### src/rtl/instr_mem_receiver.sv
// Instruction RAM fed by the loader stream; releases the CPU (ready) after a full in-order pass 0..DEPTH-1.
// Fetch latency 1 cycle; no backpressure, a load beat is taken or rejected every cycle load_en is high.
module instr_mem_receiver #(
  parameter int DEPTH  = 64,
  parameter int ADDR_W = 6
) (
  input  logic              clock,
  input  logic              reset,
  input  logic              load_en,
  input  logic [31:0]       load_address,
  input  logic [31:0]       load_data,
  input  logic              reload,
  input  logic [31:0]       fetch_pc,
  output logic [31:0]       fetch_instr,
  output logic              fetch_valid,
  output logic              ready,
  output logic [ADDR_W:0]   load_count,
  output logic              addr_error
);

  typedef enum logic {S_LOAD, S_READY} state_t;

  state_t            state_q, state_d;
  logic [ADDR_W:0]   load_count_q, load_count_d;
  logic [31:0]       fetch_instr_q, fetch_instr_d;
  logic              fetch_valid_q, fetch_valid_d;
  logic              addr_error_q, addr_error_d;
  logic              mem_we;
  logic [31:0]       mem_q [DEPTH];

  logic              addr_in_range;
  logic              addr_in_seq;
  logic              addr_is_last;
  logic              addr_is_zero;
  logic [ADDR_W-1:0] load_idx;
  logic [ADDR_W-1:0] fetch_idx;
  logic              fetch_pc_bad;
  logic              unused_pc_lsbs;

  assign load_idx       = load_address[ADDR_W-1:0];
  assign addr_in_range  = load_address < 32'(DEPTH);
  assign addr_in_seq    = load_address == 32'(load_count_q);
  assign addr_is_last   = load_idx == ADDR_W'(DEPTH - 1);
  assign addr_is_zero   = load_idx == '0;
  assign fetch_idx      = fetch_pc[ADDR_W+1:2];
  assign fetch_pc_bad   = |fetch_pc[31:ADDR_W+2];
  assign unused_pc_lsbs = ^fetch_pc[1:0];

  always_comb begin
    state_d       = state_q;
    load_count_d  = load_count_q;
    fetch_instr_d = fetch_instr_q;
    fetch_valid_d = fetch_valid_q;
    addr_error_d  = 1'b0;
    mem_we        = 1'b0;
    if (reload) begin
      // Reload wins over a same-cycle beat; that beat is dropped without a write.
      state_d       = S_LOAD;
      load_count_d  = '0;
      fetch_instr_d = '0;
      fetch_valid_d = 1'b0;
    end else begin
      case (state_q)
        S_LOAD: begin
          fetch_instr_d = '0;
          fetch_valid_d = 1'b0;
          if (load_en) begin
            if (addr_in_range) begin
              mem_we = 1'b1;
              if (addr_in_seq) begin
                load_count_d = load_count_q + {{ADDR_W{1'b0}}, 1'b1};
                if (addr_is_last) state_d = S_READY;
              end else begin
                // A beat to word 0 starts a fresh run rather than leaving it empty.
                addr_error_d = 1'b1;
                load_count_d = addr_is_zero ? {{ADDR_W{1'b0}}, 1'b1} : '0;
              end
            end else begin
              addr_error_d = 1'b1;
              load_count_d = '0;
            end
          end
        end
        S_READY: begin
          fetch_valid_d = 1'b1;
          if (fetch_pc_bad) begin
            fetch_instr_d = '0;
            addr_error_d  = 1'b1;
          end else begin
            fetch_instr_d = mem_q[fetch_idx];
          end
        end
        default: state_d = S_LOAD;
      endcase
    end
  end

  always_ff @(posedge clock or posedge reset) begin
    if (reset) begin
      state_q       <= S_LOAD;
      load_count_q  <= '0;
      fetch_instr_q <= '0;
      fetch_valid_q <= 1'b0;
      addr_error_q  <= 1'b0;
    end else begin
      state_q       <= state_d;
      load_count_q  <= load_count_d;
      fetch_instr_q <= fetch_instr_d;
      fetch_valid_q <= fetch_valid_d;
      addr_error_q  <= addr_error_d;
    end
  end

  // RAM is deliberately outside the reset domain; contents survive reset and reload.
  always_ff @(posedge clock) begin
    if (mem_we) mem_q[load_idx] <= load_data;
  end

  assign fetch_instr = fetch_instr_q;
  assign fetch_valid = fetch_valid_q;
  assign ready       = (state_q == S_READY);
  assign load_count  = load_count_q;
  assign addr_error  = addr_error_q;

endmodule

### config.mk
export PLATFORM = sky130hd
export DESIGN_NAME = instr_mem_receiver
export DESIGN_NICKNAME = d
export VERILOG_FILES = /design/src/rtl/instr_mem_receiver.sv
export SDC_FILE = /design/constraint.sdc
export NUM_CORES = 2
export LEC_CHECK = 0
export CORE_UTILIZATION = 62
export CTS_CLUSTER_SIZE = 16
export DETAILED_ROUTE_END_ITERATION = 10
export PLACE_DENSITY = 0.79
export SLEW_MARGIN = 15
export SYNTH_ARGS = -nofsm -noshare
export SYNTH_HDL_FRONTEND = slang
export SYNTH_SLANG_ARGS = --single-unit
### constraint.sdc
create_clock -name clock -period 4.4 [get_ports clock]
set_input_delay 1.1 -clock clock [delete_from_list [all_inputs] [get_ports clock]]
set_output_delay 1.1 -clock clock [all_outputs]
set_load 0.02 [all_outputs]
Yosys cells after proc, flatten, opt, wreduce, memory -nomap -nowiden
Memory sizes are Yosys's and may differ from the RTL's.
Cells that the tools add are included.
{"block": "word_totals", "register_bits": 42, "ramBits": 2048, "input_bits": 100, "out_inout_bits": 42, "word_cells": 45, "mem_count": 1}
{"block": "classes", "add_sub_neg": 1, "n_lt_le_gt_ge": 1, "n_eq_ne": 3, "mux": 29, "bitwise": 1, "reduce_logical": 4}
{"name": "mem_q", "words": 64, "width": 32, "read_ports": 1, "rd_ports_with_merged_regs": 0, "write_ports": 1, "line": "29", "text": "logic [31:0] mem_q [DEPTH];"}
{"operator": "two-way mux 32 bit", "count": 2}
{"operator": "case mux 32 bit (2 select lines)", "count": 1}
{"operator": "two-way mux 7 bit", "count": 5}
{"operator": "equality test 32 x 7 -> 1 bit", "count": 1}
{"operator": "< comparator 32 x 7 -> 1 bit (second input constant)", "count": 1}
{"operator": "OR reduction 24 bit", "count": 1}
{"operator": "two-way mux 1 bit", "count": 19}
{"operator": "adder 7 x 1 -> 7 bit (second input constant)", "count": 1}
{"operator": "equality test 6 bit (second input constant)", "count": 1}
{"operator": "zero test 6 bit", "count": 1}
{"operator": "case mux 1 bit (2 select lines)", "count": 2}
{"operator": "inequality test 2 bit (second input constant)", "count": 1}
{"operator": "AND reduction 2 bit", "count": 1}
{"operator": "nonzero test 2 bit", "count": 1}
{"operator": "NOT 1 bit", "count": 1}

Depth between registers and ports, before layout
{"block": "logic_depth", "word_depth": 7, "ltp_mapped": 11, "depth_no_buf": 5}

Worst setup path after synthesis
No wires, ideal clock.
{"block": "synth_timing", "kind": "input to register", "start": "input port load_address[11]", "end": "memory mem_q[59][0], enable pin", "arrival_time_ns": 3.773, "required_time_ns": 3.979, "setup_slack_ns": 0.205, "path_stages": 5, "n_path_buf": 0, "path_cell_list": "nor4_1 > nand3_1 > nor4_1 > nand3_1 > nor2_1"}
{"block": "synth_via", "elab_chain_len": 7}
{"element": "start: declaration", "line": "10", "text": "input logic [31:0] load_address,"}
{"element": "< comparator 32 x 7 -> 1 bit", "line": "41", "text": "assign addr_in_range = load_address < 32'(DEPTH);"}
{"element": "two-way mux 1 bit", "line": "68", "text": "if (addr_in_range) begin"}
{"element": "two-way mux 1 bit", "line": "67", "text": "if (load_en) begin"}
{"element": "two-way mux 1 bit", "line": "63", "text": "case (state_q)"}
{"element": "two-way mux 1 bit", "line": "56", "text": "if (reload) begin"}
{"element": "two-way mux 1 bit", "line": "116", "text": "if (mem_we) mem_q[load_idx] <= load_data;"}
{"element": "two-way mux 1 bit (not written as such)", "line": "116"}
{"element": "end: declaration", "line": "29"}
No other way between the ends.

Final worst setup path
{"block": "layout_timing", "start": "input port load_address[20]", "end": "memory mem_q[20][1], enable pin"}
Same word-level chain as after synthesis.

==> metrics.md <==
| Metric | Value |
|---|---|
| Status | complete, no violations |
| Cell count along the critical path | 10 |
| Register Area | 62,600 µm² |
| Startpoint types | input port |
| Syn-to-layout area delta | 15.9% |
| Ys flop type | edfxtp_1 |
| Post-synth EDFFs | 2,048 |
| Global Route met3 Usage | 0.0838 |
| PortBufs | 139 |
| Detailed placement HPWL | 119,000 µm |
| Max Root-Sink Buffers | 3 |
| ANT nets after route | 0 |
| Placer Congestion | 0.819 |
| Die width | 361 µm |
| FF-to-FF End | fetch_instr[12] |
| Post-CTS sizing | 0 |
| Lkg Pwr | 29.1 nW |
| Warnings from Yosys | 0 |
| Power Density | 434 nW/µm² |
| Crit path max-delay family | simple AND/OR/NAND/NOR gates |
| Routed len/inst | 37.8 µm |
| Worst Setup SP | load_address[20] |
| CTS sink count | 2,090 |
| Minimum clock period | 3.64 ns |
| Ys async rst share | 0.0201 |
| Syn avg cell area | 23.5 µm² |
| Clk slew on worst S/H paths | 0.06 ns |
| Post-Syn Area | 79,800 µm² |
| Post-route cell area | 92,500 µm² |
| Critical Path AT | 4.15 ns |
| Worst Skew | 0.0385 ns |
| Die Area | 130,000 µm² |
| Clk_lat worst skew | 0.84 ns |
| Die Height | 361 µm |
| CTS tree | built |
| Hold crit path type | in -> reg |
| Slew @ Worst Pin | 1.27 ns |
| # rows | 131 |
| Final hold violation count | 0 |
| WL final | 213,000 µm |
| Layout cells sized above 1 | 0.304 |
| Total CTS buffers | 196 |
| Worst setup path endpoint | mem_q[20][1] |
| Max Fclk | 0.275 GHz |
| WP buf/inv | 5 |
| Commonest non-fill, non-tap cell in the layout | edfxtp_1 |
| Top cell type by total area after synthesis | edfxtp_1 |
| Fin. max-slew vios | 0 |
| Period utilization | 0.828 |
| Post-Syn Instances | 3,402 |
| Post-synthesis net count | 3,503 |
| Fill cells | 6,593 |
| Gr usage total | 0.334 |
| #FFs+latches synth | 2,090 |
| Netlist cell types | 56 |
| Critical Path Fanout Max | 18 |
| Crit path kind | in -> reg |
| CP cell instances | clkdlybuf4s50_1 -> nor4_1 -> nand4_1 -> buf_4 -> nor4_1 -> buf_4 -> nand2_1 -> buf_12 -> nor2_4 -> buf_12 |
| GR Util met2 | 0.523 |
| # hold bufs at CTS | 0 |
| DR iter-0 viols | 6,891 |
| Crit. End Element | register |
| Total core area | 128,000 µm² |
| Vias in the first global route | 41,500 |
| GRT overflow | 0 |
| GR peak layer | met2 |
| R2r setup slk | 1.20 ns |
| First-pass GRT wire length | 302,000 µm |
| Root buffer cell | clkbuf_16 |
| DRC errors left | 0 |
| Max VDD drop | 0.464 mV |
| Most frequent cells in the layout | edfxtp_1, mux4_2, clkbuf_16 |
| Number of antenna violations at the first check in global routing | 16 |
| Unrepaired setup endpoints after global routing | no |
| Setup TNS Final | 0 ns |
| Yosys top cell area share | 0.770 |
| Initial Util | 0.625 |
| Htree depth | 4 |
| Area contributors post-synth | edfxtp_1, mux4_2, dfrtp_1 |
| CP peak stage delay | 0.50 ns |
| Worst flop-to-flop path startpoint | ready |
| Final worst slack | 0.757 ns |
| Via count | 40,700 |
| Setup Buffers After CTS | 0 |
| Reg2Reg Depth | 5 |
| Multi-input gate area | 16,700 µm² |
| Largest net degree at the start of global routing | 90 |
| Place WS | 0.165 ns |
| Max Cap Violations | 0 |
| Via density | 7.20 |
| Register area share after synthesis | 0.784 |
| Post-DP Area | 86,300 µm² |
| CP max stage cell | nand4_1 |
| M1 GR Usage | 0.446 |
| CP required | 4.90 ns |
| 1st-pass router iterations | 6 |
| Rel. slew slack | 0.155 |
| Io pins | 142 |
| Final-stage net count | 3,915 |
| Final-report setup violation count | 0 |
-- how the worst min path moves through the flow --
| stage | from | to | cells after the start |
|---|---|---|---|
| floorplan | load_count[1] | load_count[1] | 2 |
| global placement | load_count[6] | load_count[6] | 1 |
| detailed placement | load_count[6] | load_count[6] | 1 |
| CTS | load_data[9] | mem_q[1][9] | 1 |
| global route | load_data[9] | mem_q[1][9] | 1 |
| finish | load_data[9] | mem_q[1][9] | 1 |
-- sequential cells by signal, summed over array words and instances (netlist names) --
signal / count
mem_q: 2048
addr_error: 1
ready: 1
load_count: 7
fetch_valid: 1
fetch_instr: 32
-- cells by family (layout without fill, tap and decap cells) --
family          Yosys count  count (layout)  synth area share
mux                     671             671             0.169
xor+xnor                  7               7          0.000768
buf+inv                 191             767            0.0132
other cells               0               6                 0
simple gates            228             228            0.0137
fa+ha+maj                 1               1          0.000157
flops                  2090            2090             0.784
compound gates          214             214            0.0198
-- cell type report --
| type | count | area share |
|---|---|---|
| sequential | 2090 | 0.676 |
| multi-input combinational | 1121 | 0.181 |
| clock buffer | 254 | 0.0563 |
| timing repair buffer | 395 | 0.0536 |
| tap | 1662 | 0.0225 |
| clock inverter | 108 | 0.0103 |
| inverter | 10 | 0.000406 |
| antenna | 6 | 0.000162 |
-- report_power, final --
| group | internal [mW] | leakage, nW | total, mW | switching (mW) |
|---|---|---|---|---|
| logic | 0.699 | 7.18 | 1.80 | 1.10 |
| clock network | 9.18 | 2.98 | 16.5 | 7.32 |
| registers | 21.8 | 19.0 | 21.8 | 0.000162 |
| total | 31.7 | 29.1 | 40.1 | 8.42 |
-- Yosys cell counts, types with 4 or more instances --
library cell / instances
a22o_1: 5
clkbuf_1: 51
mux4_2: 536
xnor2_1: 7
nand3_1: 35
a221oi_1: 8
dfrtp_1: 42
nand3b_1: 4
buf_6: 21
nor3_1: 5
mux2i_1: 94
a21oi_1: 7
o21ai_0: 11
a221o_1: 27
edfxtp_1: 2048
nand2_1: 35
nor2b_1: 14
buf_1: 13
a211oi_1: 6
nor4_1: 15
a22oi_1: 58
nor2_1: 89
buf_2: 76
o211ai_1: 23
o21ai_1: 20
nand2b_1: 4
buf_4: 19
nand4_1: 10
inv_1: 8
o22ai_1: 26
a2111oi_0: 4
mux2_2: 41
-- metrics by stage --
| stage | hold WS [ns] | cells | total power [mW] | utilization |
|---|---|---|---|---|
| 5_1_grt | 0.446 | 5642 | 41.0 | 0.725 |
| 3_3_place_gp | 0.552 | 5277 | 24.0 | 0.676 |
| 6_report | 0.478 | 5646 | 40.1 | 0.725 |
| 3_5_place_dp | 0.569 | 5277 | 24.0 | 0.676 |
| 2_1_floorplan | 0.648 | 3402 | 23.2 | - |
| 4_1_cts | 0.427 | 5639 | 40.2 | 0.724 |
-- routing by layer --
layer	wire, µm	up-vias
met2	102000	3548
met3	28400	655
met5	47	-
li1	-	15500
met4	11700	6
met1	70900	21000
Power figures use the tool's default switching activity.
